## src/rtl/mmu_req_arbiter_if.sv

```systemverilog
// mmu_req_arbiter_if
//   Bundles every signal between the MMU request arbiter, its three requesters
//   (instruction fetch, data access, CP0 TLB maintenance) and the shared MMU.
//
//   Handshake semantics: requests (IF_Req, DM_Req, CP0_Req) are levels that
//   stay high, with stable address and control, until the matching
//   acknowledge. IF_Ack and DM_Ack are one-cycle pulses; Rsp_* are valid in
//   that cycle. CP0_Ack is high in the cycle the TLB operation completes. On
//   the MMU side, Pr_Req and CP0_RdReq are levels held until an MMU
//   completion (or the watchdog). CP0_WrReq is a one-cycle strobe.
//
//   Modports:
//     slave  - arbiter view: requester and MMU inputs, MMU strobes and
//              requester responses as outputs.
//     master - environment view: the requesters and the MMU together.
interface mmu_req_arbiter_if;
    // Requesters
    logic        IF_Req;
    logic [31:0] IF_VAddr;
    logic        DM_Req;
    logic [31:0] DM_VAddr;
    logic        DM_Wr;
    logic        CP0_Req;
    logic        CP0_Wr;
    logic [1:0]  CP0_Func;
    // MMU completions and translation results
    logic        MMU_Pr_Ack;
    logic        MMU_CP0_AckR;
    logic        MMU_CP0_AckP;
    logic [31:0] MMU_Pr_RAddr;
    logic [2:0]  TLB_Fault;
    logic        TLB_Error;
    // MMU processor and CP0 ports
    logic        Pr_Req;
    logic [31:0] Pr_VAddr;
    logic        RW_En;
    logic        CP0_RdReq;
    logic        CP0_WrReq;
    logic [1:0]  CP0_MMU_Func;
    // Responses to requesters
    logic        IF_Ack;
    logic        DM_Ack;
    logic [31:0] Rsp_RAddr;
    logic [2:0]  Rsp_Fault;
    logic        Rsp_Err;
    logic        Rsp_Timeout;
    logic        CP0_Ack;

    modport slave (
        input  IF_Req, IF_VAddr, DM_Req, DM_VAddr, DM_Wr,
        input  CP0_Req, CP0_Wr, CP0_Func,
        input  MMU_Pr_Ack, MMU_CP0_AckR, MMU_CP0_AckP,
        input  MMU_Pr_RAddr, TLB_Fault, TLB_Error,
        output Pr_Req, Pr_VAddr, RW_En, CP0_RdReq, CP0_WrReq, CP0_MMU_Func,
        output IF_Ack, DM_Ack, Rsp_RAddr, Rsp_Fault, Rsp_Err, Rsp_Timeout,
        output CP0_Ack
    );

    modport master (
        output IF_Req, IF_VAddr, DM_Req, DM_VAddr, DM_Wr,
        output CP0_Req, CP0_Wr, CP0_Func,
        output MMU_Pr_Ack, MMU_CP0_AckR, MMU_CP0_AckP,
        output MMU_Pr_RAddr, TLB_Fault, TLB_Error,
        input  Pr_Req, Pr_VAddr, RW_En, CP0_RdReq, CP0_WrReq, CP0_MMU_Func,
        input  IF_Ack, DM_Ack, Rsp_RAddr, Rsp_Fault, Rsp_Err, Rsp_Timeout,
        input  CP0_Ack
    );
endinterface

```

## src/rtl/mmu_req_arbiter.sv

```systemverilog
// mmu_req_arbiter
//   Shares one MMU between instruction fetch, data access and CP0 TLB
//   maintenance. Only one transaction is outstanding at a time, so processor
//   translations and CP0 TLB operations never overlap. Translation results
//   are registered and returned with a one-cycle IF_Ack/DM_Ack. An 8-bit
//   watchdog forces an error completion after TIMEOUT cycles without an MMU
//   acknowledge.
//
//   Parameters:
//     TIMEOUT (2..255) - cycles spent waiting in PR_ISSUE/CP0_RD before the
//                        forced completion.
//   Build option:
//     MMU_ARB_RR_EN    - defined: IF/DM round-robin.
//                        undefined: DM has fixed priority over IF.
//                        CP0 always has the highest priority.
//   Ports:
//     clk       - rising-edge clock
//     Reset     - synchronous, active-low reset
//     bus       - mmu_req_arbiter_if.slave (requesters + MMU)
//     fsm_state - current FSM state, for debug
module mmu_req_arbiter #(
    parameter int unsigned TIMEOUT = 15
) (
    input  logic             clk,
    input  logic             Reset,
    mmu_req_arbiter_if.slave bus,
    output logic [2:0]       fsm_state
);

    typedef enum logic [2:0] {
        IDLE     = 3'd0,
        PR_ISSUE = 3'd1,
        PR_DONE  = 3'd2,
        CP0_RD   = 3'd3,
        CP0_WR   = 3'd4
    } state_t;

    localparam logic [7:0] WD_LAST = 8'(TIMEOUT - 1);

    state_t      state;
    state_t      state_next;
    logic [7:0]  watchdog;
    logic        wd_expired;
    logic        start_pr;
    logic        pick_dm;
    logic        grant_dm;
    logic [31:0] vaddr_q;
    logic        rw_q;
    logic [31:0] rsp_raddr_q;
    logic [2:0]  rsp_fault_q;
    logic        rsp_err_q;
    logic        rsp_timeout_q;

    // The watchdog value of the last allowed waiting cycle.
    assign wd_expired = (watchdog == WD_LAST);

    // A processor transaction starts only when no CP0 request competes.
    assign start_pr = (state == IDLE) && !bus.CP0_Req && (bus.IF_Req || bus.DM_Req);

`ifdef MMU_ARB_RR_EN
    // rr_ptr = 0: IF wins a tie; 1: DM wins a tie.
    logic rr_ptr;

    assign pick_dm = bus.DM_Req && (!bus.IF_Req || rr_ptr);

    always_ff @(posedge clk) begin
        if (!Reset) begin
            rr_ptr <= 1'b0;
        end else if (start_pr) begin
            // Hand the tie-break to whoever did not just win.
            rr_ptr <= !pick_dm;
        end
    end
`else
    assign pick_dm = bus.DM_Req;
`endif

    always_comb begin
        state_next = state;
        unique case (state)
            IDLE: begin
                if (bus.CP0_Req) begin
                    state_next = bus.CP0_Wr ? CP0_WR : CP0_RD;
                end else if (bus.IF_Req || bus.DM_Req) begin
                    state_next = PR_ISSUE;
                end
            end
            PR_ISSUE: begin
                if (bus.MMU_Pr_Ack || wd_expired) state_next = PR_DONE;
            end
            PR_DONE:  state_next = IDLE;
            CP0_RD: begin
                if (bus.MMU_CP0_AckR || bus.MMU_CP0_AckP || wd_expired) state_next = IDLE;
            end
            CP0_WR:   state_next = IDLE;
            default:  state_next = IDLE;
        endcase
    end

    always_ff @(posedge clk) begin
        if (!Reset) begin
            state         <= IDLE;
            watchdog      <= 8'd0;
            grant_dm      <= 1'b0;
            vaddr_q       <= 32'd0;
            rw_q          <= 1'b0;
            rsp_raddr_q   <= 32'd0;
            rsp_fault_q   <= 3'd0;
            rsp_err_q     <= 1'b0;
            rsp_timeout_q <= 1'b0;
        end else begin
            state <= state_next;

            // Count only while staying in a waiting state; restart from 0
            // on every entry.
            if ((state == PR_ISSUE || state == CP0_RD) && state_next == state) begin
                if (watchdog != 8'hFF) watchdog <= watchdog + 8'd1;
            end else begin
                watchdog <= 8'd0;
            end

            if (start_pr) begin
                grant_dm <= pick_dm;
                vaddr_q  <= pick_dm ? bus.DM_VAddr : bus.IF_VAddr;
                rw_q     <= pick_dm && bus.DM_Wr;
            end

            // A real acknowledge wins over a watchdog expiry in the same cycle.
            if (state == PR_ISSUE) begin
                if (bus.MMU_Pr_Ack) begin
                    rsp_raddr_q   <= bus.MMU_Pr_RAddr;
                    rsp_fault_q   <= bus.TLB_Fault;
                    rsp_err_q     <= bus.TLB_Error;
                    rsp_timeout_q <= 1'b0;
                end else if (wd_expired) begin
                    rsp_raddr_q   <= 32'd0;
                    rsp_fault_q   <= 3'd0;
                    rsp_err_q     <= 1'b1;
                    rsp_timeout_q <= 1'b1;
                end
            end
        end
    end

    assign bus.Pr_Req       = (state == PR_ISSUE);
    assign bus.Pr_VAddr     = vaddr_q;
    assign bus.RW_En        = rw_q;
    assign bus.CP0_RdReq    = (state == CP0_RD);
    assign bus.CP0_WrReq    = (state == CP0_WR);
    assign bus.CP0_MMU_Func = (state == CP0_RD) ? bus.CP0_Func : 2'b00;
    assign bus.IF_Ack       = (state == PR_DONE) && !grant_dm;
    assign bus.DM_Ack       = (state == PR_DONE) && grant_dm;
    assign bus.Rsp_RAddr    = rsp_raddr_q;
    assign bus.Rsp_Fault    = rsp_fault_q;
    assign bus.Rsp_Err      = rsp_err_q;
    assign bus.Rsp_Timeout  = rsp_timeout_q;
    // Combinational so CP0 samples the MMU CP0 results in the ack cycle.
    assign bus.CP0_Ack      = (state == CP0_WR) ||
                              ((state == CP0_RD) &&
                               (bus.MMU_CP0_AckR || bus.MMU_CP0_AckP || wd_expired));

    assign fsm_state = state;

endmodule

```

## src/flat_wrapper.sv

```systemverilog
// flat-port wrapper written by rule: the top's interface ports become plain ports
module mmu_req_arbiter_flat 
#(
    parameter int unsigned TIMEOUT = 15
)
  (clk, Reset, fsm_state, bus_IF_Req, bus_IF_VAddr, bus_DM_Req, bus_DM_VAddr, bus_DM_Wr, bus_CP0_Req, bus_CP0_Wr, bus_CP0_Func, bus_MMU_Pr_Ack, bus_MMU_CP0_AckR, bus_MMU_CP0_AckP, bus_MMU_Pr_RAddr, bus_TLB_Fault, bus_TLB_Error, bus_Pr_Req, bus_Pr_VAddr, bus_RW_En, bus_CP0_RdReq, bus_CP0_WrReq, bus_CP0_MMU_Func, bus_IF_Ack, bus_DM_Ack, bus_Rsp_RAddr, bus_Rsp_Fault, bus_Rsp_Err, bus_Rsp_Timeout, bus_CP0_Ack);
  mmu_req_arbiter_if bus_i ();
  input  logic clk;
  input  logic Reset;
  output logic [2:0] fsm_state;
  input wire logic [$bits(bus_i.IF_Req)-1:0] bus_IF_Req;
  input wire logic [$bits(bus_i.IF_VAddr)-1:0] bus_IF_VAddr;
  input wire logic [$bits(bus_i.DM_Req)-1:0] bus_DM_Req;
  input wire logic [$bits(bus_i.DM_VAddr)-1:0] bus_DM_VAddr;
  input wire logic [$bits(bus_i.DM_Wr)-1:0] bus_DM_Wr;
  input wire logic [$bits(bus_i.CP0_Req)-1:0] bus_CP0_Req;
  input wire logic [$bits(bus_i.CP0_Wr)-1:0] bus_CP0_Wr;
  input wire logic [$bits(bus_i.CP0_Func)-1:0] bus_CP0_Func;
  input wire logic [$bits(bus_i.MMU_Pr_Ack)-1:0] bus_MMU_Pr_Ack;
  input wire logic [$bits(bus_i.MMU_CP0_AckR)-1:0] bus_MMU_CP0_AckR;
  input wire logic [$bits(bus_i.MMU_CP0_AckP)-1:0] bus_MMU_CP0_AckP;
  input wire logic [$bits(bus_i.MMU_Pr_RAddr)-1:0] bus_MMU_Pr_RAddr;
  input wire logic [$bits(bus_i.TLB_Fault)-1:0] bus_TLB_Fault;
  input wire logic [$bits(bus_i.TLB_Error)-1:0] bus_TLB_Error;
  output wire logic [$bits(bus_i.Pr_Req)-1:0] bus_Pr_Req;
  output wire logic [$bits(bus_i.Pr_VAddr)-1:0] bus_Pr_VAddr;
  output wire logic [$bits(bus_i.RW_En)-1:0] bus_RW_En;
  output wire logic [$bits(bus_i.CP0_RdReq)-1:0] bus_CP0_RdReq;
  output wire logic [$bits(bus_i.CP0_WrReq)-1:0] bus_CP0_WrReq;
  output wire logic [$bits(bus_i.CP0_MMU_Func)-1:0] bus_CP0_MMU_Func;
  output wire logic [$bits(bus_i.IF_Ack)-1:0] bus_IF_Ack;
  output wire logic [$bits(bus_i.DM_Ack)-1:0] bus_DM_Ack;
  output wire logic [$bits(bus_i.Rsp_RAddr)-1:0] bus_Rsp_RAddr;
  output wire logic [$bits(bus_i.Rsp_Fault)-1:0] bus_Rsp_Fault;
  output wire logic [$bits(bus_i.Rsp_Err)-1:0] bus_Rsp_Err;
  output wire logic [$bits(bus_i.Rsp_Timeout)-1:0] bus_Rsp_Timeout;
  output wire logic [$bits(bus_i.CP0_Ack)-1:0] bus_CP0_Ack;
  assign bus_i.IF_Req = bus_IF_Req;
  assign bus_i.IF_VAddr = bus_IF_VAddr;
  assign bus_i.DM_Req = bus_DM_Req;
  assign bus_i.DM_VAddr = bus_DM_VAddr;
  assign bus_i.DM_Wr = bus_DM_Wr;
  assign bus_i.CP0_Req = bus_CP0_Req;
  assign bus_i.CP0_Wr = bus_CP0_Wr;
  assign bus_i.CP0_Func = bus_CP0_Func;
  assign bus_i.MMU_Pr_Ack = bus_MMU_Pr_Ack;
  assign bus_i.MMU_CP0_AckR = bus_MMU_CP0_AckR;
  assign bus_i.MMU_CP0_AckP = bus_MMU_CP0_AckP;
  assign bus_i.MMU_Pr_RAddr = bus_MMU_Pr_RAddr;
  assign bus_i.TLB_Fault = bus_TLB_Fault;
  assign bus_i.TLB_Error = bus_TLB_Error;
  assign bus_Pr_Req = bus_i.Pr_Req;
  assign bus_Pr_VAddr = bus_i.Pr_VAddr;
  assign bus_RW_En = bus_i.RW_En;
  assign bus_CP0_RdReq = bus_i.CP0_RdReq;
  assign bus_CP0_WrReq = bus_i.CP0_WrReq;
  assign bus_CP0_MMU_Func = bus_i.CP0_MMU_Func;
  assign bus_IF_Ack = bus_i.IF_Ack;
  assign bus_DM_Ack = bus_i.DM_Ack;
  assign bus_Rsp_RAddr = bus_i.Rsp_RAddr;
  assign bus_Rsp_Fault = bus_i.Rsp_Fault;
  assign bus_Rsp_Err = bus_i.Rsp_Err;
  assign bus_Rsp_Timeout = bus_i.Rsp_Timeout;
  assign bus_CP0_Ack = bus_i.CP0_Ack;
  mmu_req_arbiter #(.TIMEOUT(TIMEOUT)) u_core (.clk(clk), .Reset(Reset), .bus(bus_i), .fsm_state(fsm_state));
endmodule
```

## config.mk

```make
export PLATFORM = sky130hd
export DESIGN_NAME = mmu_req_arbiter_flat
export DESIGN_NICKNAME = d
export VERILOG_FILES = /design/src/rtl/mmu_req_arbiter_if.sv /design/src/rtl/mmu_req_arbiter.sv /design/src/flat_wrapper.sv
export SDC_FILE = /design/constraint.sdc
export NUM_CORES = 1
export LEC_CHECK = 0
export CAP_MARGIN = 20
export CORE_MARGIN = 3
export CORE_UTILIZATION = 42
export CTS_CLUSTER_SIZE = 20
export DETAILED_ROUTE_END_ITERATION = 10
export MAX_ROUTING_LAYER = met4
export PLACE_DENSITY = 0.92
export SETUP_SLACK_MARGIN = 0.15
export SLEW_MARGIN = 20
export SYNTH_ARGS = -nofsm -noshare
export SYNTH_HDL_FRONTEND = slang
export SYNTH_SLANG_ARGS = --single-unit
```

## constraint.sdc

```tcl
create_clock -name clk -period 3.7 [get_ports clk]
set_clock_uncertainty 0.05 [all_clocks]
set_input_delay 0.925 -clock clk [delete_from_list [all_inputs] [get_ports clk]]
set_output_delay 0.925 -clock clk [all_outputs]
set_load 0.005 [all_outputs]
```

# Word-level counts from Yosys, hierarchy flattened
# Index checks and enable logic that the tools add are counted.
# totals
elab_cells	51
ff_bits	82
out_inout_bits	81
in_bits	112
# op_classes
eq_ne	7
addsub	1
n_reduce_logical	19
n_mux	15
# ops
op	n
2-to-1 mux 32 bit	3
2-to-1 mux 3 bit	7
one-hot mux 3 bit (3 select lines)	1
adder 8 x 1 -> 8 bit (second input constant)	1
== test 8 x 4 -> 1 bit (second input constant)	1
inequality test 8 bit (second input constant)	1
logical AND 1 bit	7
== test 3 x 2 -> 1 bit (second input constant)	2
logical OR 1 bit	6
AND reduction 2 bit	2
== test 3 x 1 -> 1 bit (second input constant)	1
== test 3 bit	1
== test 3 bit (second input constant)	1
logical NOT 3 bit	1
2-to-1 mux 1 bit	3
logical NOT 1 bit	2
2-to-1 mux 2 bit	1
nonzero test 2 bit	1

# Logic depth before layout (Yosys ltp)
# Gate-level depths: netlist of run 1.
# depth
word_depth	7
mapped_depth	8
mapped_depth_nobuf	6

# Least setup slack after synthesis of run 1
# No wires, ideal clock.
# synth_path
path_kind	input -> output
startpoint	in bus_MMU_CP0_AckP
endpoint	out bus_CP0_Ack
arrival_time_ps	1399
slack_ps	1326
cell_stages	3
cell_sequence	or2_2 a21oi_1 o21bai_1
# synth_via
elab_chain_len	4
# synth_lines
element	line	rtl
start: declaration	flat_wrapper.sv:21	input wire logic [$bits(bus_i.MMU_CP0_AckP)-1:0] bus_MMU_CP0_AckP;
logical OR 1 bit (2 in series)	mmu_req_arbiter.sv:160	(bus.MMU_CP0_AckR || bus.MMU_CP0_AckP || wd_expired));
logical AND 1 bit	mmu_req_arbiter.sv:159	((state == CP0_RD) &&
logical OR 1 bit	mmu_req_arbiter.sv:158	assign bus.CP0_Ack = (state == CP0_WR) ||
end: declaration	flat_wrapper.sv:37	output wire logic [$bits(bus_i.CP0_Ack)-1:0] bus_CP0_Ack;
# Every way passes these cells.

# Final worst setup path of run 1
# Same ends and word-level chain as after synthesis.

==> results of run 1 <==
-- metal layers --
metal  global-route usage (%)  part of all wire [%]
met3                     5.10                   8.6
met1                     24.4                    41
met2                     36.2                    49
met4                     6.72                   1.4
met5                        -                     0
-- cell families (layout without fill, tap and decap cells) --
group	after synthesis	in the layout
AND/OR/NAND/NOR	114	114
adder cells (fa/ha/maj)	2	2
XOR/XNOR	4	4
flip-flops	82	82
multiplexers	34	34
AO/OA/AOI/OAI	118	118
buffers and inverters	35	220
-- registers in the layout (all words and copies together), names as in the netlist --
signal	cells
u_core.grant_dm	1
u_core.bus.RW_En	1
u_core.bus.Rsp_Timeout	1
u_core.bus.Pr_VAddr	32
u_core.bus.Rsp_RAddr	32
u_core.fsm_state	3
u_core.watchdog	8
u_core.bus.Rsp_Err	1
u_core.bus.Rsp_Fault	3
-- final cells by class --
class                      instances  area, µm²
multi-input combinational        272       1820
clock buffer                      12        155
clock inverter                     4       73.8
tap                              105        131
inverter                           5       18.8
timing repair buffer             199       1960
sequential                        82       1640
fill                             614       2490
-- power breakdown --
part / leakage, nW / switching (mW) / total (mW) / internal (mW)
sequential: 0.669 / 0.0364 / 0.981 / 0.945
combinational: 1.69 / 0.183 / 0.475 / 0.292
clock: 0.117 / 0.305 / 0.723 / 0.418
total: 2.47 / 0.524 / 2.18 / 1.66
-- critical path, delay by kind of cell --
| family | cells | cell delay [ps] |
|---|---|---|
| and+or+nand+nor | 1 | 300 |
| buffers and inverters | 2 | 830 |
| AOI/OAI and AO/OA | 2 | 190 |
-- Yosys cell counts (2+ instances only) --
master / number / area, µm²
xor2_1: 3 / 26.3
inv_1: 5 / 18.8
a21boi_0: 34 / 255
nand2_1: 72 / 270
buf_2: 13 / 65.1
nor3_1: 13 / 65.1
nand3_1: 4 / 20.0
o211a_1: 33 / 330
nor2_1: 4 / 15.0
nor3b_1: 2 / 15.0
and3_1: 3 / 18.8
ha_1: 2 / 25.0
clkbuf_1: 12 / 45.0
dfxtp_1: 82 / 1640
o21ai_0: 38 / 190
nor2b_1: 2 / 12.5
mux2i_1: 34 / 340
buf_4: 4 / 30.0
and2_1: 4 / 25.0
a21boi_1: 2 / 15.0
nand2b_1: 2 / 12.5
nand4_1: 2 / 12.5
-- metrics by stage --
| stage | setup WS (ps) | instances |
|---|---|---|
| 2_1_floorplan | 1330 | 389 |
| 3_3_place_gp | 475 | 663 |
| 3_5_place_dp | 480 | 663 |
| 4_1_cts | 479 | 679 |
| 5_1_grt | 403 | 679 |
| 6_report | 485 | 679 |
-- how the worst max path moves through the flow --
stage / startpoint / to / slack [ps] / depth (start not counted)
after floorplan: bus_MMU_CP0_AckP / bus_CP0_Ack / 1330 / 3
after detailed placement: bus_MMU_CP0_AckP / bus_CP0_Ack / 480 / 5
after global routing: bus_MMU_CP0_AckP / bus_CP0_Ack / 400 / 5
after CTS: bus_MMU_CP0_AckP / bus_CP0_Ack / 480 / 5
final: bus_MMU_CP0_AckP / bus_CP0_Ack / 490 / 5
after global placement: bus_MMU_CP0_AckP / bus_CP0_Ack / 480 / 5
==> run metrics, run 1 <==
CTS tree=yes; Die Height=99.0 µm; worst hold path type=flop to flop; Final HPWL DP=7830 µm; FF-to-FF setup slack=1610 ps; WP data arrival=2240 ps; Routed WL=10,300 µm; Clock Path Buffers=2; Initial Util=43.8%; commonest non-fill, non-tap cell in the layout=clkdlybuf4s50_1; leading cell types in the layout, fill and taps excluded=clkdlybuf4s50_1 (190), dfxtp_1 (82), nand2_1 (72), o21ai_0 (38); fin crit share=86.9%; Worst-Skew Late Latency=330 ps; Pleak=2.47 nW; Final Hold Fails=0; Placer Congestion=0.870; CP Data Required Time=about 2700 ps; vias in the first global route=3,675; CP Capture Type=primary output; cell repeated most along the worst path=clkdlybuf4s50_1; largest net degree at the start of global routing=51; Die X=99.0 µm; post-synthesis mux area share=9.36%; vias=3,556; xor/xnor share of the synthesized area=less than 1%; dpl cell area=approximately 0.0056 mm²; Hold Path Cell Cnt=2; Cell Rows=33; hold buffer count at cts=0; Cells after Synth=389; ys async rst share=0%; total grt overflow=0; worst-margin pin slew=617 ps; run status=completed; Final #Nets=683; syn_nets=between 500 and 600; final max-slew violation count=0; CTS Root Cell=clkbuf_8; startpoint types=primary input; Synth Flop Type=dfxtp_1; number of synthesized flops with an enable pin=0; Clock Sinks=between 80 and 90; DRT iter0 DRCs=about 100; Antenna diodes=0; router iterations before antenna repair=6; Hold Crit Start=u_core.bus.Rsp_RAddr[19]; postcts setup bufs=0; headroom to the max-slew limit=between 50 and 60%; total power draw=2.18 mW; Avg WL per Cell=between 15 and 20 µm; Crit-path slowest cell=clkdlybuf4s50_1; core area=between 0.008 and 0.009 mm²; total CTS buffers=9; worst hold endpoint=u_core.bus.Rsp_RAddr[19]; setup TNS=0 ps; Clock Pin Slew Worst Setup and Hold Paths=80 ps; number of synthesized register bits=82; final setup fails=0; initial antenna violation count=0; share of cells above drive strength 1=5.23%; CTS H-tree lvls=3; syn_area_per_cell=9.34 µm²; post-layout min period=3210 ps; library cells used by synthesis=41; DR vias/cell=roughly 5.2; reg-to-reg startpoint=u_core.fsm_state[1]; Area Overhead vs Synth=59.8%; cts repair resizes=0; area of the mapped netlist=0.00363 mm²; area of the die=approximately 0.01 mm²; FMAX=approximately 310 MHz; slowest stage delay, CP=440 ps; synth warn=0; largest family of logic cells by synthesized area=compound AO/OA/AOI/OAI gates; RR Endpoint=u_core.bus.Pr_VAddr[9]; simple-gate share of the synthesized area=around 14%; IO Pins=about 190; Detail Route Antenna Nets=0; final non-filler cell area=between 0.005 and 0.006 mm²; Total GRT Usage=21.1%; fin util=70.0%; RSZ-0062 raised after global routing=no; R2R cell count=5; total of max-cap violations=0; Power Dens Cells=375 mW/mm²; global-route wire length before repair=16,700 µm; critical path class=primary input to primary output; crit-path cells=clkdlybuf4s50_1, or2_2, a21oi_1, o21bai_1, clkdlybuf4s50_1; Synth Area in Compound Gates=between 20% and 30%; VDD IR max=0.207 mV; adder-cell area share of the yosys netlist=0.688%; worst-path maximum fanout=2; sequential fraction of the synthesis area=45.2%; DRC viols=0; Buffers on Ports=192; Min Hold Slack=roughly 430 ps
No activity file was read; power rests on OpenSTA's default activity.
==> inputs of run 2 (changes only) <==
--- a/config.mk
+++ b/config.mk
@@ -5,11 +5,11 @@
 export SDC_FILE = /design/constraint.sdc
 export NUM_CORES = 1
 export LEC_CHECK = 0
-export CAP_MARGIN = 20
 export CORE_MARGIN = 3
 export CORE_UTILIZATION = 42
 export CTS_CLUSTER_SIZE = 20
 export DETAILED_ROUTE_END_ITERATION = 10
+export GPL_TIMING_DRIVEN = 0
 export MAX_ROUTING_LAYER = met4
 export PLACE_DENSITY = 0.92
 export SETUP_SLACK_MARGIN = 0.15
==> run 2 against run 1 <==
  * Maximum frequency is 0.40% lower
  * Non-clock buffer count is 21 higher
  * Sequential share of layout area is 0.18 points lower
  * Total power is 6.0% lower
  * Die area stayed put
  * Via count is 2.7% higher
  * Setup slack worse by 13 ps
  * Highest routed layer unchanged
==> run metrics, run 2 (same netlist as run 1, synthesis figures left out) <==
worst-margin pin slew=592 ps; Int Pwr=1.50 mW; RSZ-0062 raised after global routing=no; share of cells above drive strength 1=~6.6%; CTS H-tree lvls=3; worst-path maximum fanout=2; fillers=620; total grt overflow=0; post-layout min period=3230 ps; CTS Root Cell=clkbuf_8; fin util=70.4%; total CTS buffers=9; Detail Route Antenna Nets=0; final non-filler cell area=0.00584 mm²; FMAX=310 MHz; critical path class=primary input to primary output; routing usage on met3=5.87%; worst hold path type=flop to flop; total of max-cap violations=0; DRT iter0 DRCs=88; Initial Util=between 40% and 50%; Clock Path Buffers=2; total power draw=slightly above 2 mW; Buffers on Ports=190; cts repair resizes=0; hold buffer count at cts=0; postcts setup bufs=0; switching power=~550 µW; vias in the first global route=approximately 3.7k; WP data arrival=2250 ps; CTS tree=yes; Total GRT Usage=22.8%; commonest non-fill, non-tap cell in the layout=clkdlybuf4s50_1; Min Hold Slack=~430 ps; setup TNS=0 ps; CP Capture Type=primary output; Final #Nets=704; DR vias/cell=5.22; Placer Congestion=0.846; crit-path cells=clkdlybuf4s50_1, or2_2, a21oi_1, o21bai_1, clkdlybuf4s50_1; vias=3,651; Final HPWL DP=8550 µm; fraction of power consumed by combinational cells=approximately a quarter; fin crit share=87.2%; cell repeated most along the worst path=clkdlybuf4s50_1; Buffers & Inverters on Critical Path=2; DRC viols=0; GR Layer Usage met1=about a quarter; Final Hold Fails=0; family with the most delay on the worst path=buffers and inverters; VDD IR max=0.191 mV; initial antenna violation count=0; largest net degree at the start of global routing=16; Die Height=~99 µm; Crit-path slowest cell=clkdlybuf4s50_1; dpl cell area=around 0.0057 mm²; router iterations before antenna repair=4; Routed WL=around 11,000 µm; final max-slew violation count=0; Pleak=2.49 nW; Power Dens Cells=351 mW/mm²; startpoint types=primary input; leading cell types in the layout, fill and taps excluded=clkdlybuf4s50_1 (190), dfxtp_1 (82), nand2_1 (72), o21ai_0 (38); global-route wire length before repair=17,800 µm; Sw Ratio=26.9%; Clock Sinks=82; sequential power share=47.9%; Die X=99.0 µm; headroom to the max-slew limit=60.5%; GR Util met2=40.0%; busiest layer in global routing=met2; Area Overhead vs Synth=60.8%; Worst-Skew Late Latency=340 ps; area of the die=0.00981 mm²; run status=completed; share of total power in the clock network=27.9%; IO Pins=~190; Clock Pin Slew Worst Setup and Hold Paths=70 ps; core area=0.00830 mm²; Cell Rows=33; final setup fails=0; FF-to-FF setup slack=1650 ps; CP Data Required Time=roughly 2700 ps; Antenna diodes=0; Avg WL per Cell=15.4 µm; slowest stage delay, CP=450 ps
## run 2: path summary, 6_finish.rpt
path                      startpoint                        to  depth (start not counted)
max                 bus_MMU_CP0_AckP               bus_CP0_Ack                          5
min          u_core.bus.Rsp_RAddr[2]   u_core.bus.Rsp_RAddr[2]                          2
min reg2reg  u_core.bus.Rsp_RAddr[2]   u_core.bus.Rsp_RAddr[2]                          2
max reg2reg       u_core.watchdog[0]  u_core.bus.Rsp_RAddr[12]                          8
## run 2: metal layers
metal / vias to the layer above / part of all wire, %
li1: 1785 / -
met1: 1688 / 39
met2: 162 / 51
met3: 16 / 8.7
met4: 0 / 1.3
met5: - / 0
## run 2: final cells by class
cell class	instances	area (µm²)	share of cell area [%]
clock buffer	10	128	2.18
multi-input combinational	272	1820	31.2
tap	105	131	2.25
sequential	82	1640	28.1
clock inverter	6	48.8	0.835
inverter	5	18.8	0.321
buffer	30	151	2.59
timing repair buffer	190	1900	32.5
## run 2: worst register-to-register path, delay by kind of cell, from the launching register on
family	cells	cell delay [ps]
flip-flops	1	380
AO/OA/AOI/OAI	3	520
adder cells (fa/ha/maj)	1	200
buffers and inverters	3	560
AND/OR/NAND/NOR	1	240
## run 2: per-stage QoR
stage	setup slack [ps]	instances
finish	473	700
global placement	469	684
CTS	463	700
detailed placement	464	684
global route	422	700
floorplan	1330	389
## run 2: power groups by stage
stage	Combinational, mW	Sequential [mW]	Clock [mW]
3_5_place_dp	0.495	1.00	0
6_report	0.494	0.982	0.572
4_1_cts	0.498	0.982	0.587
5_1_grt	0.535	0.991	0.624
2_1_floorplan	0.189	1.00	0
3_3_place_gp	0.483	0.999	0
==> inputs of run 3 (changes only) <==
--- a/config.mk
+++ b/config.mk
@@ -11,9 +11,10 @@
 export DETAILED_ROUTE_END_ITERATION = 10
 export GPL_TIMING_DRIVEN = 0
 export MAX_ROUTING_LAYER = met4
-export PLACE_DENSITY = 0.92
+export PLACE_DENSITY_LB_ADDON = 0.2
 export SETUP_SLACK_MARGIN = 0.15
 export SLEW_MARGIN = 20
 export SYNTH_ARGS = -nofsm -noshare
 export SYNTH_HDL_FRONTEND = slang
 export SYNTH_SLANG_ARGS = --single-unit
+export TNS_END_PERCENT = 5
==> run 3 against run 2 <==
  * Maximum frequency decreased by 1.2%
  * Cell count unchanged
  * Non-clock buffer count unchanged
  * Critical path type unchanged
==> run metrics, run 3 (same netlist as run 1, synthesis figures left out) <==
run status=completed; RSZ-0062 raised after global routing=no; hold buffer count at cts=0; CTS H-tree lvls=3; fillers=approximately 670; RR Endpoint=u_core.bus.Rsp_RAddr[31]; total CTS buffers=9; leading cell types in the layout, fill and taps excluded=clkdlybuf4s50_1 (190), dfxtp_1 (82), nand2_1 (72), o21ai_0 (38); setup TNS=0 ps; fin crit share=88.3%; Cell Rows=33; Area Overhead vs Synth=61.3%; Placer Congestion=0.824; total of max-cap violations=0; GR Layer Usage met1=a little over a quarter; Die X=99.0 µm; post-layout min period=3270 ps; Setup crit start=bus_MMU_CP0_AckP; total grt overflow=0; Final Hold Fails=0; headroom to the max-slew limit=between 50% and 60%; initial antenna violation count=0; DRC viols=0; startpoint types=primary input; commonest non-fill, non-tap cell in the layout=clkdlybuf4s50_1; DRT iter0 DRCs=between 100 and 150; worst hold path type=flop to flop; CTS tree=yes; Die Height=99.0 µm; reg-to-reg startpoint=u_core.watchdog[0]; Routed WL=10,600 µm; Final HPWL DP=8330 µm; dpl cell area=0.00567 mm²; area of the die=0.00981 mm²; vias in the first global route=roughly 3.6k; router iterations before antenna repair=4; critical path endpoint=bus_CP0_Ack; cts repair resizes=0; FF-to-FF setup slack=1620 ps; Hold Crit Start=u_core.bus.RW_En; final non-filler cell area=0.00586 mm²; Final #Nets=slightly above 700; critical path class=primary input to primary output; routing usage on met3=4.88%; FMAX=306 MHz; Register Area=approximately 0.0016 mm²; VDD IR max=between 0.15 and 0.2 mV; final setup fails=0; Pleak=between 2 and 3 nW; Total GRT Usage=22.2%; GR Util met2=37.6%; IO Pins=193; Detail Route Antenna Nets=0; Avg WL per Cell=15.2 µm; Worst-Skew Late Latency=340 ps; CTS Root Cell=clkbuf_8; multi-input combinational cell area=0.00182 mm²; Clock Sinks=82; CP Capture Type=primary output; vias=3,575; CP Data Required Time=2720 ps; share of cells above drive strength 1=between 6 and 7%; Clock Path Buffers=2; Initial Util=43.8%; worst-margin pin slew=626 ps; largest net degree at the start of global routing=14; WP data arrival=2290 ps; Buffers on Ports=190; core area=0.00830 mm²; Clock Pin Slew Worst Setup and Hold Paths=80 ps; busiest layer in global routing=met2; final max-slew violation count=0; postcts setup bufs=0; global-route wire length before repair=17,100 µm; Antenna diodes=0; R2R cell count=8; worst-path maximum fanout=2; DR vias/cell=between 5 and 6; Power Dens Cells=360 mW/mm²
## run 3: changes by cell type in the layout (fill, tap and decap cells not counted), sizes merged
cell and delta:
clkinv +3, clkinvlp -3, inv -2, bufinv +1, clkbuf +1
## run 3: critical path: stages
cell and delay (ps):
clkdlybuf4s50_1 390, or2_2 300, a21oi_1 130, o21bai_1 80
clkdlybuf4s50_1 470
## run 3: layout make-up
type                       instances  area share [%]
timing repair buffer             190            32.4
inverter                           5           0.320
sequential                        82            28.0
multi-input combinational        272            31.1
clock buffer                      11            2.41
tap                              105            2.24
clock inverter                     5           0.918
buffer                            30            2.58
## run 3: how the worst min path moves through the flow
stage	cells after the start	slack [ps]	endpoint
6_report	2	430	u_core.bus.RW_En
5_1_grt	2	460	u_core.bus.Rsp_RAddr[9]
4_1_cts	2	430	u_core.bus.RW_En
3_5_place_dp	2	420	u_core.bus.Rsp_RAddr[0]
3_3_place_gp	2	410	u_core.bus.Rsp_Fault[1]
2_1_floorplan	2	420	u_core.bus.Rsp_Fault[0]
## run 3: power breakdown
part           leakage [nW]  switching (mW)  total [mW]  internal [mW]
registers             0.669          0.0359       0.981          0.945
clock network         0.103           0.310       0.639          0.329
logic                  1.74           0.189       0.491          0.302
## run 3: metrics by stage
stage | setup slack (ps) | power, mW | hold WS (ps) | instances | util, %
after global routing | 374 | 2.21 | 463 | 700 | 70.6
after detailed placement | 416 | 1.50 | 423 | 684 | 68.3
final | 432 | 2.11 | 430 | 700 | 70.6
after floorplan | 1330 | 1.19 | 419 | 389 | -
after global placement | 475 | 1.48 | 410 | 684 | 68.3
after CTS | 417 | 2.13 | 433 | 700 | 70.6
## run 3: routing by layer
layer	vias to the layer above	wire length [µm]	part of all wire, %
met4	0	107	1.0
met2	137	5150	48
li1	1780	-	-
met3	11	803	7.6
met1	1647	4570	43
met5	-	0	0
==> edit: new RTL, config.mk and constraints of run 1 <==
Add a define of `MMU_ARB_RR_EN`.
--- a/src/rtl/mmu_req_arbiter.sv
+++ b/src/rtl/mmu_req_arbiter.sv
@@ -19,4 +19,6 @@
 //     bus       - mmu_req_arbiter_if.slave (requesters + MMU)
 //     fsm_state - current FSM state, for debug
+`define MMU_ARB_RR_EN
+
 module mmu_req_arbiter #(
     parameter int unsigned TIMEOUT = 15
Function: changed (a bounded check fails within 4 cycles, from zero or initial values and one cycle with Reset low).
==> edit against run 1 <==
  * Final area is 1.9% higher
  * Setup slack improved by 16 ps
  * Core utilization increased by 0.64 points
  * Via count up 0.53%
  * Critical endpoint unchanged
  * Wire length grew 5.1%
  * Sequential cell count up 1
  * Sequential power grew 0.8%
  * Count of clock-buffer cells in the layout stayed put
  * Critical path type unchanged
  * Area after synthesis increased by 1.9%
  * Power grew 5.6%
  * Clock power rose by 8.6%
==> edit: results (changes against run 1) <==
- Avg WL per Cell: 16.0 um (+4.8%)
- TritonRoute pass-1 iters: 4 (-2)
- Routed vias: 3575 (+0.53%)
- # clock sinks: 83 (+1.2%)
- Worst path slowest cell: clkdlybuf4s50_1
- Max IR drop VDD: 0.248 mV (+20%)
- Placed cell area: 5680 um^2 (+1.7%)
- Crit path DAT: 2220 ps (-20 ps)
- Xor/xnor cell area share of the yosys netlist: 0.946% (-0.018 points)
- GRT Overall Usage: 21.5% (+0.40 points)
- Dpl hpwl: 8070 um (+3.0%)
- Dpl ws: 489 ps (+9.34 ps)
- Multi-input combinational area share: 31.4% (about the same)
- Global-route wire length before repair: 17100 um (+2.6%)
- Worst-Margin Slew: 569 ps (-47.4 ps)
- Routability cong.: 0.831 (-4.5%)
- Min-delay src: u_core.bus.RW_En$_SDFFE_PN0P_
- Fillers: 618 (+0.65%)
- FF-to-FF End: u_core.watchdog[7]$_SDFFE_PN0P_
- Reg2Reg Depth: 6 (+1)
- Crit share post-route: 86.4% (-0.44 points)
- Mapped Nets: 507 (+0.80%)
- Non-clock buffer share: 33.9% (+0.040 points)
- Post-CTS sizing: 0 (unchanged)
- Ranking of synthesized cells by area: dfxtp_1 (45%), a211oi_2 (11%), mux2i_1 (9.2%), o21ai_0 (5.3%), a21oi_1 (5.1%)
- FF/Latch Area: 1660 um^2 (+1.2%)
- R2r startpoint: u_core.fsm_state[2]$_SDFF_PN0_
- DRT Wirelength: 10900 um (+5.1%)
- WHS: 426 ps (-6.24 ps)
- Largest net degree at the start of global routing: 70 (+37%)
- Commonest cells in the netlist: dfxtp_1 (83), nand2_1 (39), nor2_1 (39), o21ai_0 (39), a21oi_1 (38)
- Synth cell types: 43 (+4.9%)
- Area occupied by multi-input gates: 1860 um^2 (+1.9%)
- Clock Network Area Fraction: 4.10% (+0.16 points)
- Mapped Cells: 393 (+1.0%)
- Non-clk bufs: 198 (-0.50%)
- Leak: 2.07 nW (-16%)
- Hold Path Sink: u_core.bus.RW_En$_SDFFE_PN0P_
- Compound-Gate Fraction of Synth Area: 24.6% (-0.12 points)
- #MultiIn Comb: 273 (+0.37%)
- Sw frac: 24.9% (+0.85 points)
- R2R Setup Slk: 1700 ps (+90 ps)
- Nets: 685 (+0.29%)
- Seq/Total Area, Yosys: 44.9% (-0.30 points)
- Status: completed
- Inverters: 6 (+1)
- Mux contribution to synthesized area: 9.19% (-0.17 points)
-- edit: changes by cell type in the layout (fill, tap and decap cells not counted), sizes merged, moves of 2 or more --
cell           change
a21oi             +36
a21boi            -35
nor2              +35
nand2             -33
o211a             -32
a211oi            +31
buf                -3
nor3               -3
clkdlybuf4s50      +2
clkinv             -2
nor2b              -2
-- edit: power by group through the flow --
stage / clock (W) / sequential, W / combinational (W)
2_1_floorplan: 0 / 0.00101 / 0.000242
3_3_place_gp: 0 / 0.00101 / 0.000517
3_5_place_dp: 0 / 0.00101 / 0.000532
4_1_cts: 0.000799 / 0.000989 / 0.000534
5_1_grt: 0.000827 / 0.000997 / 0.000569
6_report: 0.000785 / 0.000989 / 0.000528
-- edit: layer usage --
layer	routed length, um	up-vias	track usage [%]
met2	5550	143	37.9
met4	155	0	6.83
met5	0	-	-
li1	-	1744	-
met1	4280	1676	24.0
met3	893	12	5.28
